$ cat config.mk
export PLATFORM = sky130hd
export DESIGN_NAME = cpu_seq_ctrl
export DESIGN_NICKNAME = d
export VERILOG_FILES = /design/src/rtl/cpu_seq_ctrl.sv
export SDC_FILE = /design/constraint.sdc
export NUM_CORES = 1
export LEC_CHECK = 0
export ABC_CLOCK_PERIOD_IN_PS = 4000
export CORE_ASPECT_RATIO = 0.5
export CORE_UTILIZATION = 44
export DETAILED_ROUTE_END_ITERATION = 8
export MAX_ROUTING_LAYER = met4
export PLACE_DENSITY_LB_ADDON = 0.3
export SLEW_MARGIN = 15
export SYNTH_ARGS = -nofsm -noshare
export SYNTH_HDL_FRONTEND = slang
export SYNTH_SLANG_ARGS = --single-unit
$ cat constraint.sdc
create_clock -name clk -period 4 [get_ports clk]
set_input_delay 0.8 -clock clk [delete_from_list [all_inputs] [get_ports clk]]
set_output_delay 0.8 -clock clk [all_outputs]
set_load 0.1 [all_outputs]
$ cat src/rtl/cpu_seq_ctrl.sv
// Multi-cycle instruction sequencer for the 16-bit A/D/ALU/PC datapath.
// Arbitrates a single shared memory port between instruction fetch and M
// operand read/write, decodes the instruction register and drives the
// register load strobes. A wait-state watchdog halts the core on a hung memory.
module cpu_seq_ctrl #(
    parameter int WIDTH    = 16,
    parameter int MAX_WAIT = 15
) (
    input  logic             clk,
    input  logic             reset,
    input  logic [WIDTH-1:0] mem_rdata,
    input  logic             mem_ready,
    output logic             mem_req,
    output logic             mem_we,
    output logic             mem_addr_sel,
    output logic             m_latch,
    output logic [WIDTH-1:0] ir,
    output logic [5:0]       alu_sel,
    output logic             alu_y_sel,
    input  logic             alu_zr,
    input  logic             alu_ng,
    output logic             a_load,
    output logic             a_src,
    output logic             d_load,
    output logic             pc_inc,
    output logic             pc_load,
    output logic             retire,
    output logic             bus_err,
    output logic [2:0]       state_o
);

    localparam int CNT_W = $clog2(MAX_WAIT + 1);

    typedef enum logic [2:0] {
        FETCH  = 3'd0,
        DECODE = 3'd1,
        MREAD  = 3'd2,
        EXEC   = 3'd3,
        MWRITE = 3'd4,
        ERROR  = 3'd7
    } state_t;

    state_t             state;
    logic [WIDTH-1:0]   irQ;
    logic [CNT_W-1:0]   waitCnt;
    logic               busErrQ;

    logic memActive;
    logic handshake;
    logic stall;
    logic timeout;
    logic taken;
    logic commit;

    // Memory port activity, watchdog expiry, jump condition and commit point
    always_comb begin
        memActive = (state == FETCH) || (state == MREAD) || (state == MWRITE);
        handshake = memActive && mem_ready;
        stall     = memActive && !mem_ready;
        timeout   = stall && (waitCnt == CNT_W'(MAX_WAIT));
        taken     = (irQ[2] & alu_ng) | (irQ[1] & alu_zr) | (irQ[0] & ~alu_ng & ~alu_zr);
        commit    = ((state == EXEC) && !irQ[3]) || ((state == MWRITE) && mem_ready);
    end

    // Sequencer state, instruction register, wait-state watchdog and sticky error
    always_ff @(posedge clk or posedge reset) begin
        if (reset) begin
            state   <= FETCH;
            irQ     <= '0;
            waitCnt <= '0;
            busErrQ <= 1'b0;
        end else if (timeout) begin
            state   <= ERROR;
            busErrQ <= 1'b1;
        end else begin
            if (handshake) begin
                waitCnt <= '0;
            end else if (stall) begin
                waitCnt <= waitCnt + CNT_W'(1);
            end
            case (state)
                FETCH: begin
                    if (mem_ready) begin
                        irQ   <= mem_rdata;
                        state <= DECODE;
                    end
                end
                DECODE: begin
                    if (!irQ[15]) begin
                        state <= FETCH;
                    end else if (irQ[12]) begin
                        state <= MREAD;
                    end else begin
                        state <= EXEC;
                    end
                end
                MREAD: begin
                    if (mem_ready) begin
                        state <= EXEC;
                    end
                end
                EXEC: begin
                    state <= irQ[3] ? MWRITE : FETCH;
                end
                MWRITE: begin
                    if (mem_ready) begin
                        state <= FETCH;
                    end
                end
                ERROR: begin
                    state <= ERROR;
                end
                default: begin
                    state <= ERROR;
                end
            endcase
        end
    end

    // Combinational strobes from state, ir and inputs; forced low while reset is held
    always_comb begin
        mem_req      = 1'b0;
        mem_we       = 1'b0;
        mem_addr_sel = 1'b0;
        m_latch      = 1'b0;
        a_load       = 1'b0;
        a_src        = 1'b0;
        d_load       = 1'b0;
        pc_inc       = 1'b0;
        pc_load      = 1'b0;
        retire       = 1'b0;
        if (!reset) begin
            case (state)
                FETCH: begin
                    mem_req = 1'b1;
                end
                DECODE: begin
                    if (!irQ[15]) begin
                        a_load = 1'b1;
                        a_src  = 1'b1;
                        pc_inc = 1'b1;
                        retire = 1'b1;
                    end
                end
                MREAD: begin
                    mem_req      = 1'b1;
                    mem_addr_sel = 1'b1;
                    m_latch      = mem_ready;
                end
                MWRITE: begin
                    mem_req      = 1'b1;
                    mem_we       = 1'b1;
                    mem_addr_sel = 1'b1;
                end
                default: begin
                end
            endcase
            // A is loaded in the same cycle PC samples it, so a jump uses the old A
            if (commit) begin
                a_load  = irQ[5];
                d_load  = irQ[4];
                pc_load = taken;
                pc_inc  = ~taken;
                retire  = 1'b1;
            end
        end
    end

    assign ir        = irQ;
    assign alu_sel   = irQ[11:6];
    assign alu_y_sel = irQ[12];
    assign bus_err   = busErrQ;
    assign state_o   = state;

endmodule

# Word level (Yosys, flattened, before mapping)
# Cells that the tools add are included.
# op_classes
n_eq_ne	8
mux	31
reduce_logical	17
n_addsub	1
bitwise_logic	10
# op_table
cell	n
two-way mux 1 bit	22
two-way mux 3 bit	5
case mux 3 bit (5 select lines)	1
!= test 3 bit, second input constant	3
two-way mux 4 bit	2
equality test 3 x 2 -> 1 bit, second input constant	2
AND reduction 3 bit	2
logical AND 1 bit	5
adder 4 x 1 -> 4 bit, second input constant	1
bitwise AND 1 bit	4
equality test 4 bit, second input constant	1
inverter 1 bit	4
equality test 3 x 1 -> 1 bit, second input constant	1
equality test 3 bit, second input constant	1
zero test 3 bit	1
logical OR 1 bit	3
OR reduction 3 bit	1
zero test 1 bit	2
two-way mux 2 bit	1
bitwise OR 1 bit	2
AND reduction 2 bit	1
nonzero test 2 bit	1
OR reduction 2 bit	1
# word_totals
regBits	24
inputBits	21
output_inout_bits	37
elab_cells	71

# Longest topological paths before layout
# logic_depth
word_depth	7
depth_mapped	5
depth_no_buf	4

# Least setup slack after synthesis
# OpenSTA, ideal clock, no wires.
# synth_path
path_type	register -> output
startpoint	reg state[1], in the netlist state_o[1]
endpoint	out m_latch
t_required_ns	3.200
path_stages_with_launch	3
slack_ns	-1.240
arrival_ns	4.440
path_cell_list	dfrtp_1 -> buf_2 -> nor4b_1
# synth_between
elab_chain_len	3
# synth_rtl
element	line_no	text
start: declaration	43	state_t state;
start signal: assignment	103	state <= irQ[3] ? MWRITE : FETCH;
equality test 3 x 2 -> 1 bit	133	case (state)
two-way mux 1 bit	133	
two-way mux 1 bit	132	if (!reset) begin
end: declaration	16	output logic m_latch,
# Every way passes these cells.

# Worst setup path after layout
# layout_path
startpoint	in mem_ready
endpoint	out pc_inc
# layout_between
elab_chain_len	4
# layout_rtl
element	line_no	text
start: declaration	12	input logic mem_ready,
logical AND 1 bit	62	commit = ((state == EXEC) && !irQ[3]) || ((state == MWRITE) && mem_ready);
logical OR 1 bit	62	
two-way mux 1 bit	159	if (commit) begin
two-way mux 1 bit	132	
end: declaration	25	output logic pc_inc,
# Every way passes these cells.

==> flow_summary.ini <==
[outcome]
outcome = complete, no violations

[worst_setup_path]
crit_chain = clkdlybuf4s50_1, and4bb_2, o221ai_1, a21oi_1, buf_12
slowest_stage = clkdlybuf4s50_1
start_kind = input port
crit_arrival_ps = 2450
cp_max_fo = 10
critPathRequiredTime_ps = 3200
path_class = in -> out
cpPeakStageDelay_ps = 710
crit_family = buffers and inverters
end_kind = primary output
path_buf_inv = 2

[synth]
synth_nets = 132
syn_area_sq_um = 1270
synthTopCellsByArea = dfrtp_1 47%, mux2_2 14%, buf_4 4.7%
yosysUniqueCellTypes = 41
synth-main-ff-cell = dfrtp_1
synth_edf_count = 0
ys_ff_latch = 24
synth_largest_area_cell = dfrtp_1
synth_most_common_cell = dfrtp_1
synth_commonest_cells = 24 x dfrtp_1, 16 x mux2_2, 8 x a21oi_1, 8 x buf_4, 4 x nor2_1
synth.top_cell.area_share = 0.471
syn_inst = 110
ys_warn_count = 0
syn_avg_cell_area_sq_um = 11.6
ys_seq_area_frac = 0.471
synthArstFlopShare = 1.00

[placement]
place.gp.congestion = 0.774
dp_slack_ps = 761
dp_hpwl_mm = 1.96
portBuffers = 57

[detailed_routing]
ant_nets = 0
post_drt_wl_per_cell_um = 14.0
drt_iter0_drc = 54
wl_met2_mm = 1.34
met1Wirelength_mm = 1.30
first_pass_iters = 4
dr.max_layer_used = met3
wirelength_mm = 2.73
met3_length_um = 97
routed-via-count = 1028
via_per_inst = 5.27
drc = 0

[sta]
tns_ps = 0
min_period_ps = 3250
hold_viol_final = 0
timing.fmax_mhz = 308
finalClockSkew_ps = 2.81
slew_headroom = 0.343
finalMaxSlewViolations = 0
whs_ps = 471
fin_crit_sh = 0.813
fin_ws_ps = 748
rsz0062_at_grt = no
final-setup-viol-count = 0
tightest_slew_ps = 983

[die]
start_util = 0.478
die_x_um = 78.1
die_h_um = 40.1
core_sq_um = 2670
row_count = 13
dieArea_sq_um = 3130
io_pins = 58

[grt]
antenna_found_initial = 0
grt_pass1_vias = 905
grt_max_degree = 25
grt_overflow = 0
grt_pass1_wl_mm = 4.29
grt_use_total = 0.191

[finish]
fin_nets = 181
diodes = 0
synthToLayoutAreaGrowth_pct = 45.9
post-route-util = 0.697
drive_gt1_frac = 0.278
fillCellCount = 219

[clock_network]
post_cts_resized = 0
clk_latency_ps = 260
cts_setup_buffers = 0
clkTransAtPathRegs_ps = 80
cts.path.max_buffers = 2
cts_tree = yes
ctsRootBufferMaster = clkbuf_8
htreeDepth = 1
cts_buffers = 3
ctsHoldBuffers = 0
clock-sinks = 24

[power]
leakage_nw = 0.780
ir_drop_v = 0.000191
p_per_area_nw_per_um2 = 377
p_total_uw = 702

[worst_hold_path]
hp-class = reg -> reg

[run]
cap_viol_max_count = 0
state kept, by name (all words and copies together) (netlist names):
name	flops
bus_err	1
ir	16
state_o	3
waitCnt	4
final timing paths:
path	start	endpoint	slack (ps)	cells after the start
max	mem_ready	pc_inc	750	5
min	bus_err	bus_err	470	1
max reg2reg	state_o[0]	ir[12]	2070	3
min reg2reg	bus_err	bus_err	470	1
max in group asynchronous	reset	bus_err	2020	2
min in group asynchronous	reset	ir[7]	1430	2
cells by family (layout without fill, tap and decap cells):
logic type                 after synthesis  count (layout)  synth area share
buffers and inverters                   15              63            0.0844
muxes                                   16              16             0.141
DFF                                     24              24             0.471
and+or+nand+nor                         28              28             0.154
AOI/OAI and AO/OA                       25              25             0.132
adders and majority gates                1               1           0.00981
xor gates and xnor gates                 1               1           0.00687
report_power, final:
part	total (mW)	switching [mW]	internal [mW]
clock network	0.162	0.0743	0.0878
registers	0.281	0.0189	0.262
logic	0.259	0.186	0.0737
stage by stage:
stage / cell area, sq um / cells
3_5_place_dp: 1810 / 191
6_report: 1860 / 195
4_1_cts: 1860 / 195
5_1_grt: 1860 / 195
3_3_place_gp: 1810 / 191
2_1_floorplan: 1300 / 110
layout by cell type, fill, tap and decap left out, drive strengths merged, types with 2 or more instances in the layout:
cell,n
a21o,3
a21oi,9
and4bb,2
buf,10
clkbuf,4
clkdlybuf4s50,47
dfrtp,24
inv,2
mux2,16
nand2,3
nand2b,4
nand3,2
nor2,4
nor3,4
o21ai,3
final cells by class:
type                            count  area (sq um)  share of cell area
Inverter                            2          7.51             0.00403
Timing Repair Buffer               57           558               0.300
Tap cell                           37          46.3              0.0249
Multi-Input combinational cell     71           593               0.319
Clock buffer                        4          55.1              0.0296
Sequential cell                    24           601               0.323
worst reg2reg max path, delay by kind of cell, from the launching register on:
family           cells  cell delay, ps
DFF                  1             550
muxes                1             420
and+or+nand+nor      2             850
metal layers:
layer	GRT usage	vias up
met5	-	-
li1	-	499
met3	0.0545	0
met1	0.231	506
met4	0.0185	0
met2	0.340	23
(Power assumes the default switching activity.)
